`config.mk`:
```
export PLATFORM = sky130hd
export DESIGN_NAME = tbman
export DESIGN_NICKNAME = d
export VERILOG_FILES = /design/src/rtl/tbman.sv
export SDC_FILE = /design/constraint.sdc
export NUM_CORES = 1
export LEC_CHECK = 0
export BUFFER_PORTS_ARGS = -buffer_cell sky130_fd_sc_hd__buf_2
export CORE_ASPECT_RATIO = 1.75
export CORE_MARGIN = 2
export CORE_UTILIZATION = 25
export CTS_BUF_LIST = sky130_fd_sc_hd__clkbuf_4 sky130_fd_sc_hd__clkbuf_8 sky130_fd_sc_hd__clkbuf_16
export DETAILED_ROUTE_END_ITERATION = 7
export PLACE_DENSITY_LB_ADDON = 0.12
export SYNTH_ARGS = -nofsm -noshare
export SYNTH_HDL_FRONTEND = slang
export SYNTH_SLANG_ARGS = --single-unit
```
`constraint.sdc`:
```
create_clock -name clk -period 6.2 [get_ports clk]
set_input_delay 0.31 -clock clk [delete_from_list [all_inputs] [get_ports clk]]
set_output_delay 0.31 -clock clk [all_outputs]
set_load 0.005 [all_outputs]
```
`src/rtl/tbman.sv`:
```
// Testbench manager: ID, 64-bit cycle counter with high-word snapshot,
// pass/fail reporting, console byte FIFO and a scratch register.
module tbman #(
    parameter logic [31:0] ID_VALUE   = 32'h7B3A_0001,
    parameter int unsigned FIFO_DEPTH = 8
) (
    input  logic        clk,
    input  logic        reset,
    input  logic        cs_tbman_n,
    input  logic        we,
    input  logic [7:0]  addr,
    input  logic [31:0] write_data,
    output logic [31:0] read_data_tbman,
    output logic        tx_valid,
    output logic [7:0]  tx_data,
    input  logic        tx_ready,
    output logic        test_done,
    output logic        test_pass
);

    localparam int unsigned PW = $clog2(FIFO_DEPTH);
    localparam int unsigned CW = PW + 1;

    typedef enum logic [2:0] {
        REG_ID       = 3'd0,
        REG_CYCLE_LO = 3'd1,
        REG_CYCLE_HI = 3'd2,
        REG_RESULT   = 3'd3,
        REG_PUTC     = 3'd4,
        REG_STATUS   = 3'd5,
        REG_SCRATCH  = 3'd6,
        REG_RSVD     = 3'd7
    } reg_sel_t;

    reg_sel_t       sel;
    logic           rd_en;
    logic           wr_en;
    logic [63:0]    cycle_cnt;
    logic [31:0]    hi_shadow;
    logic [31:0]    scratch;
    logic           overflow;
    logic [7:0]     mem [FIFO_DEPTH];
    logic [PW-1:0]  wr_ptr;
    logic [PW-1:0]  rd_ptr;
    logic [CW-1:0]  count;
    logic           empty;
    logic           full;
    logic           pop;
    logic           putc_wr;
    logic           push;
    logic           ov_event;
    logic [31:0]    rdata_next;
    logic           unused_addr;

    assign sel         = reg_sel_t'(addr[4:2]);
    assign unused_addr = ^{addr[7:5], addr[1:0]};
    assign rd_en       = ~cs_tbman_n & ~we;
    assign wr_en       = ~cs_tbman_n & we;

    assign empty    = (count == '0);
    assign full     = (count == CW'(FIFO_DEPTH));
    assign tx_valid = ~empty;
    assign tx_data  = mem[rd_ptr];
    assign pop      = tx_valid & tx_ready;
    assign putc_wr  = wr_en && (sel == REG_PUTC);
    // A pop in the same cycle frees the slot, so a full FIFO still accepts the byte.
    assign push     = putc_wr && (!full || pop);
    assign ov_event = putc_wr && full && !pop;

    always_comb begin
        rdata_next = '0;
        case (sel)
            REG_ID:       rdata_next = ID_VALUE;
            REG_CYCLE_LO: rdata_next = cycle_cnt[31:0];
            REG_CYCLE_HI: rdata_next = hi_shadow;
            REG_RESULT:   rdata_next = {30'd0, test_done, test_pass};
            REG_STATUS:   rdata_next = {23'd0, overflow, full, empty, 6'(count)};
            REG_SCRATCH:  rdata_next = scratch;
            default:      rdata_next = '0;
        endcase
    end

    always_ff @(posedge clk or posedge reset) begin
        if (reset) begin
            cycle_cnt       <= '0;
            hi_shadow       <= '0;
            read_data_tbman <= '0;
            test_done       <= 1'b0;
            test_pass       <= 1'b0;
            scratch         <= '0;
            overflow        <= 1'b0;
        end else begin
            cycle_cnt <= cycle_cnt + 64'd1;
            if (rd_en) begin
                read_data_tbman <= rdata_next;
                if (sel == REG_CYCLE_LO)
                    hi_shadow <= cycle_cnt[63:32];
            end
            if (wr_en && (sel == REG_RESULT) && !test_done) begin
                test_done <= 1'b1;
                test_pass <= write_data[0];
            end
            if (wr_en && (sel == REG_SCRATCH))
                scratch <= write_data;
            if (ov_event)
                overflow <= 1'b1;
            else if (rd_en && (sel == REG_STATUS))
                overflow <= 1'b0;
        end
    end

    always_ff @(posedge clk or posedge reset) begin
        if (reset) begin
            wr_ptr <= '0;
            rd_ptr <= '0;
            count  <= '0;
        end else begin
            if (push)
                wr_ptr <= wr_ptr + PW'(1);
            if (pop)
                rd_ptr <= rd_ptr + PW'(1);
            case ({push, pop})
                2'b10:   count <= count + CW'(1);
                2'b01:   count <= count - CW'(1);
                default: count <= count;
            endcase
        end
    end

    always_ff @(posedge clk) begin
        if (push)
            mem[wr_ptr] <= write_data[7:0];
    end

endmodule
```
==> results.toml, run 1 <==
[route]
wl_um = 28900
wl_per_cell_um = 19.6
vias = 6571
drc_errors = 0
drt_iter0_markers = 265
dr.pass1.iters = 4
vias_per_cell = 4.46
drtAntennaViolNets = 0

[sta]
worst_pin_slew_ns = 1.08
fin_setup_tns_ns = 0
maxSlewHeadroom = 0.278
fmax_mhz = 373
timing.hold.ws_ns = 0.0332
drv_slew = 0
finalHoldViolCount = 0
rsz0062_at_grt = "no"
period_share = 0.432
min_period_ns = 2.68
setup_violations = 0
clock-skew-final_ns = 0.0211

[clock_tree]
post_cts_buffers = 0
cts_sinks = 237
cts_resized = 0
clk-insertion-delay-late_ns = 0.55
clockBufferDepth = 3
cts-root-buf = "clkbuf_16"
clk_pin_slew_worst_paths_ns = 0.06
ctsHtreeMaxLevel = 1
numCtsBuffers = 24
cts_tree = "built"

[logic_synthesis]
synth_largest_area_cell = "dfrtp_1"
synth.yosys.seq_area_share = 0.605
synth_top_cell_area_share = 0.419
synth_seq_cells = 237
netlist_instances = 806
synth_ff_type = "dfrtp_1"
netlist_area_mm2 = 0.0103
synth_area_leaders = "dfrtp_1 42%, edfxtp_1 19%, mux2_2 7.5%, mux4_2 3.5%, xnor2_1 3.2%"
synth_edf_count = 64
yosysWarnings = 0
ys_types = 44
syn_avg_cell_area_um2 = 12.8
synth_fp_nets = 855
synth-async-reset-ratio = 0.730

[critical_path]
end_kind = "register"
crit_path_start_kind = "register"
cp.arrival_ns = 3.14
slowest_stage = "or4b_1"
r2r_start = "cycle_cnt[2]"
crit_path_max_incr_delay_ns = 0.84
cp-startpoint = "cycle_cnt[2]"
cp_cell_sequence = "nand4_2, or4_4, or4b_1, nor3_2, xor2_1"
worstSetupPathType = "register to register"
critPathMaxFanout = 8
required_ns = 6.66

[global_routing]
grt_first_pass_wirelength_um = 44500
grt_pass1_vias = 7135
antenna_found_initial = 1
grt.overflow.total = 0
track_usage = 0.138
grt_max_degree = 107

[run_status]
run_status = "complete, no violations"

[floorplan]
start_util = 0.253
core_mm2 = 0.0408
rows = 98
die_w_um = 158
ioPinCount = 88
dieArea_mm2 = 0.0431
dieHeight_um = 273

[placed_design]
placement.io_buffers = 82
globalplace.congestion = 0.748
dp_hpwl_um = 20000

[run]
maxCapViolations = 0

[pwr]
power.total_uw = 3840
p_per_area_mw_per_mm2 = 310
leakage_uw = 0.00521
peakVddDrop_uv = 170

[hold_path]
hold_path_class = "input port to register"
hp-start = "write_data[31]"

[final_layout]
area_growth_pct = 19.9
nFillCells = 4179
final_nets = 955
num_antenna_cells = 0
drive_above_1_share = 0.255
## routing by layer
| metal | part of all wire | up-vias | track usage |
|---|---|---|---|
| li1 | - | 3125 | - |
| met1 | 0.39 | 3334 | 0.156 |
| met2 | 0.56 | 84 | 0.264 |
| met3 | 0.029 | 26 | 0.0195 |
| met4 | 0.018 | 2 | 0.0388 |
| met5 | 0.00045 | - | 0 |
## stage by stage
stage | std cells | area [um^2] | util | setup WS (ns)
floorplan | 806 | 10300 | - | 1.20
global placement | 1407 | 11400 | 0.279 | 3.31
detailed placement | 1407 | 11400 | 0.279 | 3.33
CTS | 1474 | 12400 | 0.304 | 3.47
global route | 1474 | 12400 | 0.304 | 3.40
finish | 1474 | 12400 | 0.304 | 3.52
## logic make-up (layout without fill, tap and decap cells)
logic type | Yosys count | count (layout) | synth area share
AOI/OAI and AO/OA | 100 | 100 | 0.0628
xor gates and xnor gates | 69 | 69 | 0.0585
adders and majority gates | 4 | 4 | 0.00484
buffers and inverters | 64 | 182 | 0.0248
DFF | 237 | 237 | 0.605
muxes | 111 | 111 | 0.135
and+or+nand+nor | 221 | 221 | 0.109
## sequential cells by signal, indices dropped and copies added (netlist names)
name and cells:
rd_ptr 3, wr_ptr 3, test_pass 1, overflow 1
scratch 32, mem 64, cycle_cnt 64, count 4
hi_shadow 32, test_done 1, read_data_tbman 32
## cells in the final DEF, fill, tap and decap left out, drive strengths merged, types with 4 or more instances in the layout
master,synthesis,final
clkbuf,31,27
mux2i,26,26
edfxtp,64,64
buf,10,92
mux2,69,69
clkinv,0,11
inv,23,24
nand2,76,76
nor4,16,16
a22o,29,29
xor2,31,31
nand3,23,23
nor3,24,24
mux4,16,16
xnor2,38,38
nor2,32,32
a21oi,23,23
ha,4,4
dfrtp,173,173
o21ai,35,35
nand4,22,22
and3,5,5
dlygate4sd3,0,23
o221ai,6,6
## report_power, final
group	total, uW	leakage (uW)	internal (uW)	switching (uW)
registers	1830	0.00289	1700	127
logic	541	0.00195	301	240
clock network	1470	0.000381	812	656
total	3840	0.00521	2820	1020
## Yosys cell counts, drive strengths merged, types with 2 or more instances
master  count
xnor2      38
or4b        2
or4         3
and3        5
nand2b      3
buf        10
mux4       16
nor4       16
a22o       29
nor2       32
edfxtp     64
a21oi      23
nand3b      3
nor3b       2
clkbuf     31
xor2       31
o21ai      35
nand2      76
inv        23
and4        3
o21a        3
or2         3
mux2       69
nor3       24
ha          4
dfrtp     173
o221ai      6
nand4      22
nand3      23
mux2i      26
and2        2
## timing repair
item | in CTS | in global routing
endpoints found under the hold margin | 109 | 0
setup endpoints to repair | 0 | 0
hold buffers | 23 | 0
## critical path, delay by kind of cell, from the launching register on
family | cells | cell delay (ns)
xor gates and xnor gates | 1 | 0.16
DFF | 1 | 0.46
and+or+nand+nor | 4 | 1.96
## layout make-up
| type | count | area (um^2) | share of cell area |
|---|---|---|---|
| inverter | 23 | 93.8 | 0.00757 |
| clock inverter | 17 | 150 | 0.0121 |
| timing repair buffer | 115 | 716 | 0.0577 |
| clock buffer | 27 | 623 | 0.0503 |
| sequential | 237 | 6250 | 0.504 |
| multi-input combinational | 505 | 3880 | 0.313 |
| tap | 550 | 688 | 0.0555 |
## final timing paths
check / endpoint / slack, ns / cells after the start
max: cycle_cnt[63] / 3.52 / 5
min: scratch[31] / 0.03 / 2
max reg2reg: cycle_cnt[63] / 3.52 / 5
min reg2reg: cycle_cnt[63] / 0.46 / 1
max in group asynchronous: scratch[3] / 4.22 / 4
min in group asynchronous: scratch[5] / 0.41 / 3
No activity file was read; power rests on OpenSTA's default activity.
==> run 2: changes to the inputs <==
--- a/config.mk
+++ b/config.mk
@@ -5,6 +5,7 @@
 export SDC_FILE = /design/constraint.sdc
 export NUM_CORES = 1
 export LEC_CHECK = 0
+export ABC_AREA = 1
 export BUFFER_PORTS_ARGS = -buffer_cell sky130_fd_sc_hd__buf_2
 export CORE_ASPECT_RATIO = 1.75
 export CORE_MARGIN = 2
==> constraint.sdc (replaced) <==
create_clock -name clk -period 2.32 [get_ports clk]
set_input_delay 0.116 -clock clk [delete_from_list [all_inputs] [get_ports clk]]
set_output_delay 0.116 -clock clk [all_outputs]
set_load 0.005 [all_outputs]
==> run 2 against run 1 <==
Compared with the run above: sequential power grew to 2.6 times the previous value; wire length up 29%; sequential share of layout area decreased by 4.5 points; clock-buffer cell count increased by 7; utilization increased by 1.1 points; largest cell class unchanged.
==> results.toml, run 2 <==
[critical_path]
worstSetupPathType = "register to output port"
end_kind = "output port"
crit_path_end = "tx_data[4]"
critPathMaxFanout = 13
r2r-end = "cycle_cnt[56]"
required_ns = 2.20
r2r_cells = 9
r2r_slack_ns = 0.29
cp-startpoint = "rd_ptr[1]"
r2r_start = "cycle_cnt[1]"
crit_path_start_kind = "register"
cp.arrival_ns = 2.00

[sta]
setup_violations = 0
fmax_mhz = 473
min_period_ns = 2.12
fin_setup_tns_ns = 0
drv_slew = 0
worst_pin_slew_ns = 0.617
rsz0062_at_grt = "no"
period_share = 0.912
timing.hold.ws_ns = 0.0651
finalHoldViolCount = 0
maxSlewHeadroom = 0.588
clock-skew-final_ns = 0.0156

[final_layout]
area_growth_pct = 24.4
final_nets = 1358
design_area_mm2 = 0.0136
layout_common_cells = "226 x nand2_1, 173 x dfrtp_1, 125 x nor2_1, 114 x o21ai_0, 105 x inv_1"
multi_input_area_mm2 = 0.00413
seqCellArea_mm2 = 0.00625
reg_top3 = "cycle_cnt x64, mem x64"
nFillCells = 4602
finish.utilization = 0.314
drive_above_1_share = 0.187
num_antenna_cells = 0
final_common_cell = "nand2_1"

[route]
vias_per_cell = 4.49
drc_errors = 0
drt_iter0_markers = 407
dr.pass1.iters = 5
wl_per_cell_um = 19.6
drtAntennaViolNets = 0
wl_um = 37200
vias = 8512

[logic_synthesis]
yosysMostFrequentCell = "nand2_1"
synth_fp_nets = 1192
synth_top_cell_area_share = 0.396
synth_area_leaders = "dfrtp_1 40%, edfxtp_1 18%, nand2_1 7.8%, o21ai_0 5.2%, nor2_1 4.4%"
synth.yosys.seq_area_share = 0.571
synth_largest_area_cell = "dfrtp_1"
synth_ff_type = "dfrtp_1"
yosysWarnings = 0
netlist_area_mm2 = 0.0109
syn_avg_cell_area_um2 = 9.58
netlist_instances = 1143
synth_common_cells = "226 x nand2_1, 173 x dfrtp_1, 127 x nor2_1, 114 x o21ai_0, 107 x inv_1"
synth-async-reset-ratio = 0.730
ys_types = 47
synth_seq_cells = 237
synth_edf_count = 64

[placed_design]
placement.io_buffers = 82
globalplace.congestion = 0.908
dp_hpwl_um = 29200
placed_area_mm2 = 0.0124

[floorplan]
core_mm2 = 0.0433
rows = 101
die_w_um = 162
ioPinCount = 88
start_util = 0.253
dieHeight_um = 281
dieArea_mm2 = 0.0455

[pwr]
power.total_uw = 11100
power_frac_clock = 0.386
peakVddDrop_uv = 625
leakage_uw = 0.00579
intPower_uw = 7890
p_seq_frac = 0.430
p_per_area_mw_per_mm2 = 816
combPwrFrac = 0.184
netSwitchingFraction = 0.290
netSwitchingPower_uw = 3220

[clock_tree]
cts_tree = "built"
cts_sinks = 237
cts-root-buf = "clkbuf_16"
clk_pin_slew_worst_paths_ns = 0.07
numCtsBuffers = 25
clk-insertion-delay-late_ns = 0.54
clockBufferDepth = 3
ctsHtreeMaxLevel = 1

[hold_path]
hold_path_class = "input port to register"

[run]
maxCapViolations = 0

[global_routing]
grt_max_degree = 55
track_usage = 0.166
grt_pass1_vias = 8929
grt_first_pass_wirelength_um = 55900
antenna_found_initial = 0
grt.overflow.total = 0

[run_status]
run_status = "complete, no violations"
run 2: cell types whose count changed after synthesis, moves of 23 or more:
cell / change
nor2_1: +95
o21ai_0: +79
nand2_1: +150
mux2i_1: -26
mux2_2: -46
a22o_1: -27
inv_1: +84
xnor2_1: -23
run 2: final cells by class:
class | count | area share
flip-flops and latches | 237 | 0.459
multi-input cells | 762 | 0.303
repair buffers | 174 | 0.0908
clock buffers | 34 | 0.0527
well taps | 566 | 0.0520
inverters | 109 | 0.0306
clock inverters | 12 | 0.0117
run 2: how the worst min path moves through the flow:
stage,start,to,slack (ns),depth (start not counted)
after floorplan,write_data[0],mem[0][0],0.21,0
after global placement,reset,read_data_tbman[2],0.23,2
after detailed placement,reset,read_data_tbman[2],0.23,2
after CTS,addr[3],read_data_tbman[28],0.03,4
after global routing,we,read_data_tbman[19],0.07,5
final,addr[3],read_data_tbman[28],0.07,4
run 2: per-stage QoR:
stage                     std cells  setup slack, ns
final                          1894            0.205
after global routing           1894           0.0367
after CTS                      1891           0.0210
after detailed placement       1811            0.290
after global placement         1811            0.292
after floorplan                1143         -0.00668
run 2: what timing repair did:
item	in CTS	in global routing
setup buffers	0	3
endpoints found under the setup margin	0	8
endpoints found under the hold margin	113	0
resized for setup	0	1
hold buffers	34	0
run 2: power by group through the flow:
stage | Clock, uW | Combinational (uW) | Sequential, uW
CTS | 4460 | 2080 | 4780
global placement | 0 | 2020 | 4850
floorplan | 0 | 1230 | 4800
global route | 4590 | 2350 | 4810
detailed placement | 0 | 2030 | 4860
finish | 4290 | 2040 | 4780
run 2: routing by layer:
| metal | track usage | vias to the layer above | share of wire |
|---|---|---|---|
| li1 | - | 4162 | - |
| met1 | 0.164 | 4175 | 0.35 |
| met2 | 0.347 | 128 | 0.59 |
| met3 | 0.0193 | 47 | 0.027 |
| met4 | 0.0533 | 0 | 0.029 |
| met5 | 0 | - | 0 |
run 2: cell families (layout without fill, tap and decap cells):
kind of cell / Yosys count / count (layout) / synth area share
simple gates: 491 / 491 / 0.202
flops: 237 / 237 / 0.571
compound gates: 180 / 180 / 0.0950
buf+inv: 144 / 329 / 0.0527
xor+xnor: 64 / 64 / 0.0512
mux: 23 / 23 / 0.0237
fa+ha+maj: 4 / 4 / 0.00457
run 2: critical path: stages, from the launching register on:
cell        delay [ns]
dfrtp_1           0.39
clkinvlp_4        0.28
buf_4             0.24
nor2_1            0.10
o21ai_0           0.12
a31oi_1           0.20
buf_2             0.14
